$ cat src/rtl/xf_matrix_port_arbiter.sv
// ---------------------------------------------------------------------------
// xf_matrix_port_arbiter
//   Shares the single XF matrix-memory row-read port among NUM_REQ transform
//   units (0 = position, 1 = normal, 2 = texcoord). One row read is granted
//   per cycle by round-robin. The winner's index is recorded in an in-order
//   tag FIFO so that each returning row is steered back to the unit that
//   issued it.
//
//   Optional feature (macro XF_MATRIX_ARB_BURST_LOCK_EN):
//     After a grant, the winner keeps top priority for up to BURST_LEN
//     consecutive granted beats while its request stays high. This keeps a
//     3-row matrix fetch contiguous in the memory stream.
//
// Ports
//   clk          in   system clock
//   resetn       in   synchronous active-low reset
//   reqEnable    in   [NUM_REQ]         per-requester row-read request (level)
//   reqAddr      in   [NUM_REQ*ADDR_W]  packed row addresses, slot i = [i*ADDR_W +: ADDR_W]
//   reqGrant     out  [NUM_REQ]         one-hot, request accepted this cycle (comb)
//   rspData      out  [DATA_W]          returned row, broadcast (registered)
//   rspValid     out  [NUM_REQ]         one-hot owner of rspData (registered)
//   memAddr      out  [ADDR_W]          row address to matrix memory (comb)
//   memEnable    out  1                 read strobe to matrix memory (comb)
//   memData      in   [DATA_W]          row data from memory
//   memValid     in   1                 memory data valid, in issue order
//   errSpurious  out  1                 sticky: memValid seen with no read outstanding
// ---------------------------------------------------------------------------
module xf_matrix_port_arbiter #(
  parameter int unsigned NUM_REQ     = 3,
  parameter int unsigned ADDR_W      = 6,
  parameter int unsigned DATA_W      = 128,
  parameter int unsigned OUTSTANDING = 4,
  parameter int unsigned BURST_LEN   = 3
) (
  input  logic                        clk,
  input  logic                        resetn,
  input  logic [NUM_REQ-1:0]          reqEnable,
  input  logic [NUM_REQ*ADDR_W-1:0]   reqAddr,
  output logic [NUM_REQ-1:0]          reqGrant,
  output logic [DATA_W-1:0]           rspData,
  output logic [NUM_REQ-1:0]          rspValid,
  output logic [ADDR_W-1:0]           memAddr,
  output logic                        memEnable,
  input  logic [DATA_W-1:0]           memData,
  input  logic                        memValid,
  output logic                        errSpurious
);

  localparam int unsigned IDX_W = $clog2(NUM_REQ);
  localparam int unsigned PTR_W = $clog2(OUTSTANDING);
  localparam int unsigned CNT_W = PTR_W + 1;

  // An illegal parameter set leaves the arbiter idle instead of misbehaving.
  localparam bit CFG_OK = (NUM_REQ >= 2) && (NUM_REQ <= 4) &&
                          (OUTSTANDING >= 2) &&
                          ((OUTSTANDING & (OUTSTANDING - 1)) == 0) &&
                          (BURST_LEN >= 1);

  // Per-requester address view of the packed address bus
  logic [ADDR_W-1:0] req_addr_a [NUM_REQ];

  for (genvar gi = 0; gi < NUM_REQ; gi++) begin : g_addr_split
    assign req_addr_a[gi] = reqAddr[gi*ADDR_W +: ADDR_W];
  end

  // Arbitration state
  logic [IDX_W-1:0]  rr_ptr_q, rr_ptr_d;

  // Tag FIFO state
  logic [IDX_W-1:0]  tag_q [OUTSTANDING];
  logic [PTR_W-1:0]  wr_ptr_q, wr_ptr_d;
  logic [PTR_W-1:0]  rd_ptr_q, rd_ptr_d;
  logic [CNT_W-1:0]  count_q, count_d;

  // Response path state
  logic [NUM_REQ-1:0] rsp_valid_q, rsp_valid_d;
  logic [DATA_W-1:0]  rsp_data_q, rsp_data_d;
  logic               err_q, err_d;

  // Combinational arbitration results
  logic              can_grant_c;
  logic              grant_c;
  logic [IDX_W-1:0]  win_idx_c;
  logic              push_c;
  logic              pop_c;

`ifdef XF_MATRIX_ARB_BURST_LOCK_EN
  localparam int unsigned BEAT_W = $clog2(BURST_LEN + 1);

  logic              lock_active_q, lock_active_d;
  logic [IDX_W-1:0]  lock_idx_q, lock_idx_d;
  logic [BEAT_W-1:0] lock_beats_q, lock_beats_d;
  logic              lock_hit_c;

  // Locked requester still asking: it owns the port ahead of round-robin
  assign lock_hit_c = lock_active_q && reqEnable[lock_idx_q];
`endif

  // Registered count only: a same-cycle pop never frees a slot for a grant
  assign can_grant_c = CFG_OK && resetn && (count_q < CNT_W'(OUTSTANDING));

  // Round-robin search from rr_ptr_q, wrapping modulo NUM_REQ
  always_comb begin : arb_comb
    int unsigned       sum;
    logic [IDX_W-1:0]  cand;
    logic              found;

    sum       = 0;
    cand      = '0;
    found     = 1'b0;
    win_idx_c = '0;

    for (int unsigned k = 0; k < NUM_REQ; k++) begin
      sum = 32'(rr_ptr_q) + k;
      if (sum >= NUM_REQ) begin
        sum = sum - NUM_REQ;
      end
      cand = IDX_W'(sum);
      if (!found && reqEnable[cand]) begin
        found     = 1'b1;
        win_idx_c = cand;
      end
    end

`ifdef XF_MATRIX_ARB_BURST_LOCK_EN
    if (lock_hit_c) begin
      found     = 1'b1;
      win_idx_c = lock_idx_q;
    end
`endif

    grant_c  = can_grant_c && found;
    reqGrant = '0;
    memAddr  = '0;
    if (grant_c) begin
      reqGrant = NUM_REQ'(1) << win_idx_c;
      memAddr  = req_addr_a[win_idx_c];
    end
  end

  assign memEnable = grant_c;
  assign push_c    = grant_c;
  assign pop_c     = memValid && (count_q != '0);

  // Next state: pointer, tag FIFO bookkeeping and response capture
  always_comb begin : next_comb
    rr_ptr_d    = rr_ptr_q;
    wr_ptr_d    = wr_ptr_q;
    rd_ptr_d    = rd_ptr_q;
    count_d     = count_q;
    rsp_valid_d = '0;
    rsp_data_d  = rsp_data_q;
    err_d       = err_q;

    if (push_c) begin
      rr_ptr_d = (win_idx_c == IDX_W'(NUM_REQ - 1)) ? '0 : win_idx_c + IDX_W'(1);
      wr_ptr_d = wr_ptr_q + PTR_W'(1);
    end

    if (pop_c) begin
      rd_ptr_d    = rd_ptr_q + PTR_W'(1);
      rsp_valid_d = NUM_REQ'(1) << tag_q[rd_ptr_q];
      rsp_data_d  = memData;
    end

    // Return with nothing outstanding (e.g. in flight across a reset) is dropped
    if (memValid && (count_q == '0)) begin
      err_d = 1'b1;
    end

    case ({push_c, pop_c})
      2'b10:   count_d = count_q + CNT_W'(1);
      2'b01:   count_d = count_q - CNT_W'(1);
      default: count_d = count_q;
    endcase
  end

  always_ff @(posedge clk) begin
    if (!resetn) begin
      rr_ptr_q    <= '0;
      wr_ptr_q    <= '0;
      rd_ptr_q    <= '0;
      count_q     <= '0;
      rsp_valid_q <= '0;
      rsp_data_q  <= '0;
      err_q       <= 1'b0;
    end else begin
      rr_ptr_q    <= rr_ptr_d;
      wr_ptr_q    <= wr_ptr_d;
      rd_ptr_q    <= rd_ptr_d;
      count_q     <= count_d;
      rsp_valid_q <= rsp_valid_d;
      rsp_data_q  <= rsp_data_d;
      err_q       <= err_d;
    end
  end

  // Tag storage needs no reset: entries are only read below count_q
  always_ff @(posedge clk) begin
    if (push_c) begin
      tag_q[wr_ptr_q] <= win_idx_c;
    end
  end

`ifdef XF_MATRIX_ARB_BURST_LOCK_EN
  // Lock tracking: a full-FIFO stall neither counts a beat nor releases
  always_comb begin : lock_comb
    lock_active_d = lock_active_q;
    lock_idx_d    = lock_idx_q;
    lock_beats_d  = lock_beats_q;

    if (grant_c) begin
      if (lock_hit_c) begin
        lock_beats_d  = lock_beats_q + BEAT_W'(1);
        lock_active_d = (lock_beats_q + BEAT_W'(1)) < BEAT_W'(BURST_LEN);
      end else begin
        lock_idx_d    = win_idx_c;
        lock_beats_d  = BEAT_W'(1);
        lock_active_d = (BURST_LEN > 1);
      end
    end else if (lock_active_q && !reqEnable[lock_idx_q]) begin
      lock_active_d = 1'b0;
    end
  end

  always_ff @(posedge clk) begin
    if (!resetn) begin
      lock_active_q <= 1'b0;
      lock_idx_q    <= '0;
      lock_beats_q  <= '0;
    end else begin
      lock_active_q <= lock_active_d;
      lock_idx_q    <= lock_idx_d;
      lock_beats_q  <= lock_beats_d;
    end
  end
`endif

  assign rspValid    = rsp_valid_q;
  assign rspData     = rsp_data_q;
  assign errSpurious = err_q;

endmodule

$ cat config.mk
export PLATFORM = sky130hd
export DESIGN_NAME = xf_matrix_port_arbiter
export DESIGN_NICKNAME = d
export VERILOG_FILES = /design/src/rtl/xf_matrix_port_arbiter.sv
export SDC_FILE = /design/constraint.sdc
export NUM_CORES = 1
export LEC_CHECK = 0
export ABC_CLOCK_PERIOD_IN_PS = 8400
export BUFFER_PORTS_ARGS = -buffer_cell sky130_fd_sc_hd__clkbuf_2
export CAP_MARGIN = 20
export CORE_MARGIN = 8
export CORE_UTILIZATION = 42
export DETAILED_ROUTE_END_ITERATION = 10
export PLACE_DENSITY_LB_ADDON = 0.12
export SKIP_LAST_GASP = 1
export SLEW_MARGIN = 10
export SYNTH_ARGS = -nofsm -noshare
export SYNTH_HDL_FRONTEND = slang
export SYNTH_SLANG_ARGS = --single-unit
$ cat constraint.sdc
create_clock -name clk -period 8.4 [get_ports clk]
set_input_delay 0.84 -clock clk [delete_from_list [all_inputs] [get_ports clk]]
set_output_delay 0.84 -clock clk [all_outputs]
set_load 0.03 [all_outputs]
==> flow_summary.json, run 1 <==
{
  "ys_ff_latch": 151,
  "dieArea_um2": 18400,
  "synth_adder_area_share_pct": 2.21,
  "grt-ovfl-total": 0,
  "period_needed_ns": 3.99,
  "fin_skew_ns": 0.0113,
  "relSlewSlack_pct": 33.1,
  "fin_util_pct": 58.4,
  "cts.repair.resized": 0,
  "path_clk_slew_ns": 0.06,
  "synth_cell_types": 41,
  "dr.pass1.iters": 5,
  "htree_levels": 4,
  "seq_area_frac_synth_pct": 51.8,
  "timing.final.crit_share_pct": 47.5,
  "grt_pass1_vias": 5269,
  "stdcell_count": 1148,
  "grt_pass1_wl_um": 27200,
  "synth_common_cells": "nand2_1, dfxtp_1, a21boi_0",
  "clk_path_buf_depth": 2,
  "irDropWorstVdd_v": 0.000239,
  "yosysMostFrequentCell": "nand2_1",
  "drive_above_1_share_pct": 34.9,
  "hold_path_startpoint": "rspData[100]$_SDFFE_PN0N_",
  "cellPowerDensity_nw_per_um2": 360,
  "cts-root-buf": "clkbuf_16",
  "cts_tree": "yes",
  "fp.dieW_um": 135,
  "ff2ff_setup_slack_ns": 4.78,
  "power_mw": 2.93,
  "drc_errors": 0,
  "dp_cells": 1116,
  "fp-row-count": 43,
  "tightest_slew_ns": 1.00,
  "setup_tns_ns": 0,
  "maxCapViolations": 0,
  "synth_edf_count": 8,
  "avgSynthCellArea_um2": 8.75,
  "nets": 1117,
  "slew_violations": 0,
  "r2r_end": "count_q[2]$_SDFFE_PN0P_",
  "synth.top_cell.area_share_pct": 47.8,
  "worstSkewPairLatency_ns": 0.42,
  "max_freq_mhz": 250,
  "core_um2": 13900,
  "cp.required_ns": 7.56,
  "postCtsSetupBuffers": 0,
  "crit_fanout": 11,
  "hold_violations": 0,
  "track_usage_pct": 18.7,
  "hp-class": "reg -> reg",
  "synth_compound_area_share_pct": 19.3,
  "cpMaxStageDelayCell": "nor2_1",
  "drt-wirelength-per-cell_um": 15.5,
  "ctsHoldBuffers": 0,
  "port_buffers": 293,
  "drtAntennaViolNets": 0,
  "numCtsBuffers": 17,
  "cts.sinks": 151,
  "num_vias": 5359,
  "holdPathEnd": "rspData[100]$_SDFFE_PN0N_",
  "arrival_ns": 3.15,
  "rsz0062_at_grt": "false",
  "area_delta_synth_final_pct": 35.8,
  "n_fill_cell": 1339,
  "max_stage_delay_ns": 0.44,
  "cp-start-kind": "flip-flop",
  "syn_inst": 685,
  "reg2regPathDepth": 11,
  "grt_max_degree": 92,
  "die_h_um": 135,
  "routed_wl_um": 17800,
  "end_kind": "output pin",
  "start_util_pct": 43.0,
  "place.gp.congestion": 0.785,
  "synthTopCellsByArea": "dfxtp_1, nand2_1, a21boi_0, edfxtp_1, clkbuf_1",
  "yosysTopAreaCell": "dfxtp_1",
  "r2r-start": "rr_ptr_q[1]$_SDFFE_PN0P_",
  "n_antenna_cell": 0,
  "syn-cell-area_um2": 5990,
  "synth_ff_type": "dfxtp_1",
  "setup_viol": 0,
  "p_leak_nw": 3.63,
  "run_status": "complete, no violations",
  "dp_hpwl_um": 13200,
  "ys_async_sr_fraction_pct": 0,
  "synth_top_family_by_area": "simple AND/OR/NAND/NOR gates",
  "path_delay_family": "compound AO/OA/AOI/OAI gates",
  "synth_nets": 847,
  "synthSimpleGateAreaFrac_pct": 20.3,
  "drt-initial-drc-count": 239,
  "viasPerCell": 4.67,
  "path_buf_inv": 3,
  "yosys.area_share.xor_xnor_pct": 0.731,
  "cp_cell_sequence": "inv_1, ha_1, mux2i_1, o22ai_1, o221a_2, nor2_1, inv_2, a22oi_1, a21oi_1, clkbuf_2",
  "boundaryPins": 294,
  "ys_warn_count": 0,
  "holdPathStages": 2,
  "grt_antenna_before_repair": 0,
  "synthMuxAreaShare_pct": 1.86,
  "path_class": "reg -> out"
}
## routing by layer
metal	track usage, %	vias up	wire length, um	share of wire [%]
met3	8.09	20	1830	10
met2	30.9	198	8350	47
met5	0	-	0	0
met1	20.7	2363	7320	41
met4	7.28	0	293	1.6
li1	-	2778	-	-
## worst reg2reg max path, cell delays in order (launching register included)
cell      delay, ns
dfxtp_1        0.33
inv_1          0.09
ha_1           0.28
mux2_4         0.34
mux2_2         0.30
o311ai_2       0.86
ha_1           0.32
inv_1          0.06
fa_1           0.37
xor2_1         0.15
or3_1          0.30
a21boi_0       0.16
## through the flow
stage               worst slack (ns)  hold slack, ns  instance area [um2]
detailed placement              4.50           0.457                 7550
global placement                4.60           0.450                 7550
finish                          4.41           0.461                 8140
CTS                             4.40           0.465                 8140
global route                    4.15           0.483                 8140
floorplan                       4.89           0.467                 5990
## how the worst max path moves through the flow
stage / endpoint / start / cells past startpoint / slack (ns)
after CTS: memAddr[0] / rr_ptr_q[1]$_SDFFE_PN0P_ / 10 / 4.40
after floorplan: memAddr[0] / reqEnable[0] / 6 / 4.89
after global placement: count_q[2]$_SDFFE_PN0P_ / reqEnable[0] / 10 / 4.60
after global routing: memAddr[3] / rr_ptr_q[1]$_SDFFE_PN0P_ / 10 / 4.15
after detailed placement: count_q[2]$_SDFFE_PN0P_ / reqEnable[0] / 10 / 4.50
final: memAddr[1] / rr_ptr_q[1]$_SDFFE_PN0P_ / 10 / 4.41
## cell usage in the layout, fill, tap and decap left out, types with 2 or more instances in the layout
cell type  netlist  final
nor2_1           6      6
a21oi_1          7      7
o21ai_0          2      2
a21boi_0       129    129
nor3b_1          2      2
clkinv_2         0      4
dfxtp_1        143    143
inv_4            0      2
a22oi_1          6      6
buf_4            1      4
inv_2            2      2
nand2_1        262    262
bufinv_16        0      3
ha_1             9      9
xnor2_1          4      4
and2_1          11     11
edfxtp_1         8      8
mux4_2           2      2
clkbuf_16        0     17
clkbuf_1        40      4
mux2i_1          4      4
o21a_1           3      3
nand3_1          7      7
clkbuf_2         0    292
inv_1           10      9
nor2b_1          3      3
clkbuf_8         0      2
nor3_1           2      2
## kinds of logic after synthesis
kind of cell	after synthesis
compound gates	153
mux	8
flops	151
fa+ha+maj	10
xor+xnor	5
buf+inv	58
simple gates	300
## where the power goes
group          switching, mW  internal [mW]
registers             0.0855          0.903
clock network          0.278          0.481
logic                  0.833          0.351
## registers in the layout, summed over array words and instances (netlist names), named ones only
name         count
rspData        128
tag_q            8
count_q          3
rspValid         3
rd_ptr_q         2
rr_ptr_q         2
wr_ptr_q         2
errSpurious      1
## layout make-up
| cell class | instances | area, um2 | area share, % |
|---|---|---|---|
| sequential | 151 | 3100 | 38.1 |
| timing repair buffer | 296 | 1490 | 18.3 |
| tap | 180 | 225 | 2.77 |
| clock inverter | 9 | 124 | 1.52 |
| clock buffer | 23 | 468 | 5.75 |
| inverter | 13 | 56.3 | 0.692 |
| multi-input combinational | 476 | 2670 | 32.8 |
(Power assumes the default switching activity.)
==> run 2: changes to the inputs <==
ABC_CLOCK_PERIOD_IN_PS = 4100   (was 8400)
clock period = 4.1 ns   (was 8.4 ns; I/O delays follow)
==> flow_summary.json, run 2 (synthesized netlist as in run 1, its figures left out) <==
{
  "run_status": "complete, no violations",
  "postCtsSetupBuffers": 0,
  "holdPathStages": 3,
  "start_util_pct": 43.0,
  "n_fill_cell": 1308,
  "final_cell_mix": "clkbuf_2, nand2_1, dfxtp_1",
  "cp_cell_sequence": "inv_1, ha_1, mux2i_1, o22ai_1, o221a_2, nor2_1, inv_2, a22oi_1, a21oi_1, clkbuf_2",
  "met3_wirelength_um": 1850,
  "end_kind": "output pin",
  "max_stage_delay_ns": 0.41,
  "dp_hpwl_um": 12800,
  "layout_commonest_cell": "clkbuf_2",
  "cts-root-buf": "clkbuf_16",
  "grt_pass1_vias": 5191,
  "core_um2": 13900,
  "maxCapViolations": 0,
  "cts.sinks": 151,
  "fin_skew_ns": 0.00448,
  "top_layer_used": "met4",
  "setup_tns_ns": 0,
  "grt-ovfl-total": 0,
  "place.gp.congestion": 0.759,
  "drc_errors": 0,
  "period_needed_ns": 3.45,
  "viasPerCell": 4.71,
  "worstSkewPairLatency_ns": 0.41,
  "drive_above_1_share_pct": 34.9,
  "cts.repair.resized": 0,
  "dp_cells": 1117,
  "stdcell_area_um2": 8120,
  "routed_wl_um": 17700,
  "largest_register_ffs": 128,
  "post_dp_cell_area_um2": 7550,
  "nets": 1118,
  "relSlewSlack_pct": 33.0,
  "ctsHoldBuffers": 0,
  "port_buffers": 293,
  "dieArea_um2": 18400,
  "ff2ff_setup_slack_ns": 0.97,
  "cp-start-kind": "flip-flop",
  "grt_max_degree": 117,
  "slew_violations": 0,
  "fp-row-count": 43,
  "dr.pass1.iters": 4,
  "reg2regPathDepth": 12,
  "stdcell_count": 1149,
  "setup_ws_ns": 0.655,
  "num_vias": 5416,
  "cellPowerDensity_nw_per_um2": 733,
  "drt-initial-drc-count": 260,
  "cts_tree": "yes",
  "met2_length_um": 8350,
  "hp-class": "in -> reg",
  "htree_levels": 4,
  "arrival_ns": 3.04,
  "p_leak_nw": 3.62,
  "drt-wirelength-per-cell_um": 15.4,
  "track_usage_pct": 18.7,
  "path_class": "reg -> out",
  "cp.required_ns": 3.69,
  "tightest_slew_ns": 1.00,
  "grt_antenna_before_repair": 0,
  "crit_fanout": 11,
  "n_antenna_cell": 0,
  "fp.dieW_um": 135,
  "irDropWorstVdd_v": 0.000492,
  "die_h_um": 135,
  "hold_violations": 0,
  "drtAntennaViolNets": 0,
  "numCtsBuffers": 17,
  "grt_pass1_wl_um": 27100,
  "hold-worst-slack_ns": 0.222,
  "timing.final.crit_share_pct": 84.0,
  "place_ws_ns": 0.968,
  "cpMaxStageDelayCell": "nor2_1",
  "area_delta_synth_final_pct": 35.5,
  "boundaryPins": 294,
  "rsz0062_at_grt": "false",
  "path_clk_slew_ns": 0.06,
  "wl_met1_um": 7280,
  "setup_viol": 0,
  "clk_path_buf_depth": 2,
  "max_freq_mhz": 290
}
## run 2: cell types whose count changed in the layout (fill, tap and decap cells not counted)
| cell | previous run | this run |
|---|---|---|
| buf_4 | 4 | 5 |
| bufinv_16 | 3 | 2 |
| clkbuf_1 | 4 | 5 |
| clkinv_2 | 4 | 3 |
| clkinvlp_4 | 1 | 2 |
## run 2: critical path, delay by kind of cell (launching register included)
kind	cells	cell delay [ns]
multiplexers	1	0.26
buffers and inverters	3	0.51
AO/OA/AOI/OAI	4	0.85
adder cells (fa/ha/maj)	1	0.28
flip-flops	1	0.32
AND/OR/NAND/NOR	1	0.41
## run 2: final timing paths
path,startpoint,endpoint
setup / recovery,rr_ptr_q[1]$_SDFFE_PN0P_,memAddr[4]
hold reg to reg,rspData[84]$_SDFFE_PN0N_,rspData[84]$_SDFFE_PN0N_
setup reg to reg,rr_ptr_q[1]$_SDFFE_PN0P_,count_q[2]$_SDFFE_PN0P_
hold / removal,memData[97],rspData[97]$_SDFFE_PN0N_
## run 2: where the power goes
group | leakage [nW] | total [mW] | internal, mW | switching (mW)
Combinational | 2.10 | 2.42 | 0.725 | 1.70
Sequential | 1.24 | 2.03 | 1.85 | 0.175
Clock | 0.275 | 1.51 | 0.926 | 0.579
Total | 3.62 | 5.95 | 3.50 | 2.45
## run 2: stage by stage
stage / util (%) / power [mW]
final: 58.3 / 5.95
after global routing: 58.3 / 6.32
after CTS: 58.3 / 6.04
after detailed placement: 54.2 / 4.51
after global placement: 54.2 / 4.49
after floorplan: - / 3.79
## run 2: routing by layer
layer | vias up | global-route usage, %
li1 | 2778 | -
met1 | 2427 | 21.2
met2 | 193 | 30.6
met3 | 18 | 8.46
met4 | 0 | 6.05
met5 | - | 0
## run 2: final cells by class
| class | instances | area [um2] | area share, % |
|---|---|---|---|
| clock buffers | 24 | 472 | 5.81 |
| clock inverters | 8 | 96.3 | 1.19 |
| repair buffers | 297 | 1500 | 18.5 |
| flip-flops and latches | 151 | 3100 | 38.2 |
| inverters | 13 | 56.3 | 0.693 |
| well taps | 180 | 225 | 2.77 |
| multi-input cells | 476 | 2670 | 32.9 |
==> run 3: changes to the inputs <==
ABC_CLOCK_PERIOD_IN_PS = 3250   (was 4100)
clock period = 3.25 ns   (was 4.1 ns; I/O delays follow)
==> flow_summary.json, run 3 (synthesized netlist as in run 1, its figures left out) <==
{
  "run_status": "complete, no violations",
  "ctsHoldBuffers": 0,
  "p_leak_nw": 3.70,
  "drive_above_1_share_pct": 37.1,
  "track_usage_pct": 18.4,
  "tightest_slew_ns": 0.944,
  "hp-class": "in -> reg",
  "path_buf_inv": 3,
  "clkPwrFrac_pct": 25.2,
  "largest_register_ffs": 128,
  "p_int_mw": 4.77,
  "crit_fanout": 6,
  "max_stage_delay_ns": 0.50,
  "routed_wl_um": 17900,
  "setup_tns_ns": 0,
  "rsz0062_at_grt": "true",
  "clk_path_buf_depth": 2,
  "fp-row-count": 43,
  "period_needed_ns": 3.22,
  "p_seq_share_pct": 32.1,
  "timing.final.crit_share_pct": 99.0,
  "path_delay_family": "multiplexers",
  "path_common_cell": "mux2_4",
  "relSlewSlack_pct": 37.1,
  "grt_max_degree": 113,
  "path_clk_slew_ns": 0.06,
  "irDropWorstVdd_v": 0.000803,
  "cpMaxStageDelayCell": "or4b_4",
  "setup_ws_ns": 0.0323,
  "maxCapViolations": 0,
  "nets": 1130,
  "htree_levels": 4,
  "fin_skew_ns": 0.00641,
  "grt-ovfl-total": 0,
  "boundaryPins": 294,
  "drt-wirelength-per-cell_um": 15.5,
  "viasPerCell": 4.72,
  "port_buffers": 293,
  "pwr-share-comb_pct": 42.7,
  "layout_commonest_cell": "clkbuf_2",
  "drt-initial-drc-count": 202,
  "n_antenna_cell": 0,
  "dr.pass1.iters": 6,
  "place.gp.congestion": 0.764,
  "path_class": "reg -> out",
  "power_mw": 7.97,
  "max_freq_mhz": 311,
  "hold_violations": 0,
  "fin_util_pct": 59.9,
  "place_ws_ns": 0.299,
  "dp_hpwl_um": 12700,
  "die_h_um": 135,
  "arrival_ns": 2.89,
  "start_util_pct": 43.0,
  "setup_viol": 0,
  "numCtsBuffers": 17,
  "worstSkewPairLatency_ns": 0.41,
  "dieArea_um2": 18400,
  "end_kind": "output pin",
  "num_vias": 5480,
  "cp.required_ns": 2.92,
  "cts-root-buf": "clkbuf_16",
  "final_cell_mix": "clkbuf_2, nand2_1, dfxtp_1",
  "grt_antenna_before_repair": 0,
  "fp.dieW_um": 135,
  "area_delta_synth_final_pct": 39.3,
  "drc_errors": 0,
  "p_switching_mw": 3.20,
  "cellPowerDensity_nw_per_um2": 954,
  "cts_tree": "yes",
  "cp_cell_sequence": "inv_4, ha_4, mux2_4, mux2_4, or4b_4, o311ai_4, buf_6, nand3_1, a21oi_1, clkbuf_4",
  "grt_pass1_wl_um": 26800,
  "core_um2": 13900,
  "drtAntennaViolNets": 0,
  "switching_share_pct": 40.2,
  "grt_pass1_vias": 5192,
  "slew_violations": 0,
  "cp-start-kind": "flip-flop",
  "cts.sinks": 151
}
==> run 3: cell count changes in the layout (fill, tap and decap cells not counted), sizes merged <==
cell / delta
buf: +15
bufinv: +1
clkbuf: -4
inv: -1
==> run 3: cell type report <==
type	count	area, um2
Multi-Input combinational cell	476	2750
Sequential cell	151	3110
Fill cell	1350	5580
Clock buffer	24	492
Timing Repair Buffer	308	1600
Timing Repair inverter	1	5.00
Inverter	13	58.8
Tap cell	180	225
Clock inverter	7	116
==> run 3: path summary, 6_finish.rpt <==
| path | from | to | slack, ns | depth (start not counted) |
|---|---|---|---|---|
| setup reg to reg | rr_ptr_q[1]$_SDFFE_PN0P_ | count_q[2]$_SDFFE_PN0P_ | 0.42 | 11 |
| setup / recovery | rr_ptr_q[1]$_SDFFE_PN0P_ | memAddr[4] | 0.03 | 10 |
| hold / removal | memData[74] | rspData[74]$_SDFFE_PN0N_ | 0.14 | 3 |
| hold reg to reg | rspData[91]$_SDFFE_PN0N_ | rspData[91]$_SDFFE_PN0N_ | 0.46 | 2 |
==> run 3: power by group through the flow <==
stage,Clock (mW),Sequential (mW),Combinational (mW)
6_report,2.01,2.56,3.40
3_3_place_gp,0,2.58,3.12
4_1_cts,2.06,2.55,3.13
2_1_floorplan,0,3.29,1.49
3_5_place_dp,0,2.59,3.12
5_1_grt,2.15,2.62,3.68
==> run 3: routing by layer <==
metal	wire length (um)	GRT usage, %	share of wire [%]	up-vias
met5	0	0	0	-
met4	323	6.91	1.8	0
met3	1700	7.75	9.5	25
met2	8520	29.9	48	195
met1	7390	21.0	41	2461
li1	-	-	-	2799
==> run 3: worst register-to-register path: stages, from the launching register on <==
cell	delay, ns
dfxtp_4	0.35
inv_4	0.06
ha_4	0.16
mux2_4	0.32
mux2_4	0.29
o311ai_2	0.30
ha_1	0.23
inv_1	0.06
fa_1	0.37
xor2_1	0.16
or3_1	0.30
a21boi_0	0.16
==> run 3: metrics by stage <==
step                hold slack (ns)  instances  instance area (um2)
floorplan                     0.467        685                 5990
global placement              0.452       1119                 7570
detailed placement            0.455       1119                 7570
CTS                           0.117       1150                 8180
global route                  0.133       1160                 8350
finish                        0.137       1160                 8350
==> run 3: timing repair <==
item                       in CTS  in global routing
resized for setup               2                 35
gates cloned                    0                  1
setup endpoints to repair       6                  7
pin swaps                       0                  1
setup buffers                   0                  9
